### src/rtl/instr_fetch_unit.sv
// rtl/instr_fetch_unit.sv - fetch stage: owns PC, requests imem, holds instr until the next PC is chosen
// Optional FETCH_MISALIGN_TRAP_EN adds a misaligned output and a terminal TRAP state.
module instr_fetch_unit #(
    parameter logic [31:0] RESET_PC  = 32'h0000_0000,
    parameter logic [31:0] NOP_INSTR = 32'h0000_0013
) (
    input  logic        clk,
    input  logic        rst_n,
    output logic        imem_req,
    output logic [31:0] imem_addr,
    input  logic [31:0] imem_rdata,
    input  logic        imem_valid,
    input  logic        stall,
    input  logic        PCSrc,
    input  logic [31:0] ImmExt,
    output logic [31:0] instr,
    output logic        instr_valid,
    output logic [31:0] PC,
`ifdef FETCH_MISALIGN_TRAP_EN
    output logic        misaligned,
`endif
    output logic [31:0] PCPlus4
);

    localparam logic [1:0] ST_IDLE  = 2'd0;
    localparam logic [1:0] ST_FETCH = 2'd1;
    localparam logic [1:0] ST_HOLD  = 2'd2;
`ifdef FETCH_MISALIGN_TRAP_EN
    localparam logic [1:0] ST_TRAP  = 2'd3;
`endif

    logic [1:0]  state_q, state_d;
    logic [31:0] pc_q, pc_d;
    logic [31:0] instr_q, instr_d;
    logic        instr_valid_q, instr_valid_d;
    logic [31:0] target;
`ifdef FETCH_MISALIGN_TRAP_EN
    logic        misaligned_q, misaligned_d;
`endif

    assign target = PCSrc ? (pc_q + ImmExt) : (pc_q + 32'd4);

    always_comb begin
        state_d       = state_q;
        pc_d          = pc_q;
        instr_d       = instr_q;
        instr_valid_d = instr_valid_q;
`ifdef FETCH_MISALIGN_TRAP_EN
        misaligned_d  = misaligned_q;
`endif
        case (state_q)
            ST_IDLE: state_d = ST_FETCH;
            ST_FETCH: begin
                if (imem_valid) begin
                    instr_d       = imem_rdata;
                    instr_valid_d = 1'b1;
                    state_d       = ST_HOLD;
                end
            end
            ST_HOLD: begin
                // PCSrc/ImmExt only matter on the edge that releases the held instruction
                if (!stall) begin
                    instr_d       = NOP_INSTR;
                    instr_valid_d = 1'b0;
                    state_d       = ST_FETCH;
                    pc_d          = target & ~32'd3;
`ifdef FETCH_MISALIGN_TRAP_EN
                    if (PCSrc && target[1]) begin
                        pc_d         = target;
                        misaligned_d = 1'b1;
                        state_d      = ST_TRAP;
                    end
`endif
                end
            end
`ifdef FETCH_MISALIGN_TRAP_EN
            ST_TRAP: state_d = ST_TRAP;
`endif
            default: state_d = ST_IDLE;
        endcase
    end

    always_ff @(posedge clk or negedge rst_n) begin
        if (!rst_n) begin
            state_q       <= ST_IDLE;
            pc_q          <= RESET_PC;
            instr_q       <= NOP_INSTR;
            instr_valid_q <= 1'b0;
`ifdef FETCH_MISALIGN_TRAP_EN
            misaligned_q  <= 1'b0;
`endif
        end else begin
            state_q       <= state_d;
            pc_q          <= pc_d;
            instr_q       <= instr_d;
            instr_valid_q <= instr_valid_d;
`ifdef FETCH_MISALIGN_TRAP_EN
            misaligned_q  <= misaligned_d;
`endif
        end
    end

    assign imem_req    = (state_q == ST_FETCH);
    assign imem_addr   = pc_q;
    assign instr       = instr_q;
    assign instr_valid = instr_valid_q;
    assign PC          = pc_q;
    assign PCPlus4     = pc_q + 32'd4;
`ifdef FETCH_MISALIGN_TRAP_EN
    assign misaligned  = misaligned_q;
`endif

endmodule

### config.mk
export PLATFORM = sky130hd
export DESIGN_NAME = instr_fetch_unit
export DESIGN_NICKNAME = d
export VERILOG_FILES = /design/src/rtl/instr_fetch_unit.sv
export SDC_FILE = /design/constraint.sdc
export NUM_CORES = 1
export LEC_CHECK = 0
export CAP_MARGIN = 20
export CORE_ASPECT_RATIO = 1.2
export CORE_MARGIN = 1
export CORE_UTILIZATION = 45
export CTS_CLUSTER_DIAMETER = 30
export CTS_CLUSTER_SIZE = 24
export DETAILED_ROUTE_END_ITERATION = 8
export PLACE_DENSITY = 0.92
export SLEW_MARGIN = 20
export SYNTH_ARGS = -nofsm -noshare
export SYNTH_HDL_FRONTEND = slang
export SYNTH_SLANG_ARGS = --single-unit
### constraint.sdc
create_clock -name clk -period 3.9 [get_ports clk]
set_input_delay 0.78 -clock clk [delete_from_list [all_inputs] [get_ports clk]]
set_output_delay 0.78 -clock clk [all_outputs]
set_load 0.05 [all_outputs]
==> flow_summary.toml <==
[yosys]
synth_seq_area_share_pct = 32.3
synth.top_cell.area_share_pct = 30.7
synth_edf_count = 0
ys_ff_latch = 65
synth_area_per_cell_um2 = 8.64
syn_inst = 584
synth_area_leaders = "dfrtp_1, ha_1, buf_4, a22o_1, o21ai_0"
yosys_warnings = 0
ys_types = 61
yosysTopAreaCell = "dfrtp_1"
async_reset_ff_share_pct = 100
synthesis.area_um2 = 5050
synthFlopType = "dfrtp_1"

[min_path]
hold_class = "in -> async"

[global_route]
antenna_found_initial = 0
gr-total-overflow = 0
grt_usage_pct = 27.1
grt_max_degree = 55
grt_pass1_vias = 5235
grt_pass1_wl_um = 25400

[critical_path]
cp_common_cell = "and3_1"
worstPathMaxFanout = 8
crit_chain = "ha_1 -> and3_1 -> and3_1 -> and2_1 -> nand2_1 -> xnor2_1 -> clkdlybuf4s50_1"
cp_num_cells = 7
crit_family = "simple AND/OR/NAND/NOR gates"
path_buf_inv = 1
crit_required_ps = 3120
cpMaxStageDelayCell = "clkdlybuf4s50_1"
cp-start-kind = "flop"
path_class = "reg -> out"
reg2reg_depth = 12
cp.arrival_ps = 2980
end_kind = "primary output"
cpPeakStageDelay_ps = 840

[clocking]
postCtsSetupBuffers = 0
cts_max_path_buffers = 2
cts.sinks = 65
tritoncts = "built"
insertion_delay_ps = 340
cts_max_level = 3
cts_buffers = 9
root_buffer = "clkbuf_16"
path_clk_slew_ps = 60

[place]
placed_area_um2 = 6800
dp_slack_ps = -38.5
port_buffers = 190
place_congestion = 0.959
hpwl_um = 11400

[cells_and_area]
final_nets = 836
syn2layout_area_growth_pct = 40.5
design_area_um2 = 7090
multiInputGateArea_um2 = 3030
final_cell_mix = "clkdlybuf4s50_1, dfrtp_1, o21ai_0"
drive_above_1_share_pct = 7.96
fillers = 871
seqCellArea_um2 = 1630
final_common_cell = "clkdlybuf4s50_1"
antenna_cells = 0

[sta]
period_needed_ps = 3760
finalSetupTns_ps = 0
hold_viol = 0
fmax_mhz = 266
setup_viol = 0
skew_ps = 7.45
maxSlewViolCount = 0
setup_ws_ps = 145
worst_pin_slew_ps = 825
timing.final.crit_share_pct = 96.3
rsz0062_at_grt = "false"
maxSlewHeadroom_pct = 45.0

[route]
vias = 5323
detail-route-antenna-nets = 0
wl_um = 15900
wl_per_cell_um = 18.2
route.detailed.drc = 0
dr.pass1.iters = 5
drtIter0Drc = 306
viasPerCell = 6.10

[die]
row_count = 42
fp.dieW_um = 98.7
floorplan.initialDensity_pct = 45.9
core_area_um2 = 11000
die_area_um2 = 11600
die_y_um = 118
pin_count = 199

[run]
maxCapViolCount = 0

[outcome]
status = "finished clean"
==> cells in the mapped netlist (all sizes together), types with 7 or more instances <==
| cell type | number |
|---|---|
| nand4 | 10 |
| and2 | 9 |
| nand3 | 20 |
| inv | 10 |
| a211oi | 7 |
| a22o | 30 |
| nand2 | 47 |
| a22oi | 8 |
| xnor2 | 26 |
| ha | 30 |
| a21o | 18 |
| clkbuf | 23 |
| o21ai | 52 |
| a21oi | 47 |
| and3 | 12 |
| dfrtp | 62 |
| buf | 41 |
| nor2 | 42 |
| xor2 | 19 |
==> logic make-up after synthesis <==
family	synth area share, %
buf+inv	8.26
other cells	0.0743
xor+xnor	7.81
compound gates	27.1
simple gates	15.6
mux	1.04
fa+ha+maj	7.84
flops	32.3
==> final timing paths <==
kind                                       start                     to  slack [ps]
setup / recovery               PC[2]$_DFFE_PN0P_            PCPlus4[12]         140
hold / removal                             rst_n     PC[29]$_DFFE_PN0P_         480
setup reg to reg               PC[2]$_DFFE_PN0P_     PC[28]$_DFFE_PN0P_         660
hold reg to reg            instr[26]$_DFFE_PN0P_  instr[26]$_DFFE_PN0P_         500
max in group asynchronous                  rst_n   instr[0]$_DFFE_PN1P_        2430
min in group clk           instr[26]$_DFFE_PN0P_  instr[26]$_DFFE_PN0P_         500
==> through the flow <==
stage | util, % | instances | hold slack [ps]
floorplan | - | 589 | 479
global placement | 61.9 | 857 | 482
detailed placement | 61.9 | 857 | 485
CTS | 64.5 | 873 | 498
global route | 64.5 | 873 | 508
finish | 64.5 | 873 | 476
==> sequential cells by signal, summed over array words and instances (netlist names) <==
signal,count
instr,32
instr_valid,1
state_q,2
PC,30
==> area by class of cell <==
| class | count | share of cell area [%] |
|---|---|---|
| inverters | 10 | 0.529 |
| clock buffers | 9 | 3.18 |
| well taps | 132 | 2.33 |
| multi-input cells | 450 | 42.7 |
| flip-flops and latches | 65 | 23.0 |
| repair buffers | 200 | 27.5 |
| clock inverters | 7 | 0.759 |
==> repair_timing <==
action | CTS | global route
setup endpoints to repair | 0 | 1
gates resized for setup | 0 | 1
hold buffers | 0 | 0
endpoints found under the hold margin | 0 | 0
==> routing by layer <==
metal  part of all wire (%)  up-vias  track usage [%]
met5                      0        -                0
met4                    2.5        0             12.0
met3                    7.5       43             4.93
met2                     52      329             48.4
met1                     38     2537             31.4
li1                       -     2414                -
Power is not shown: default switching activity piles up to over one toggle a cycle in this logic, so the estimate is an artifact.
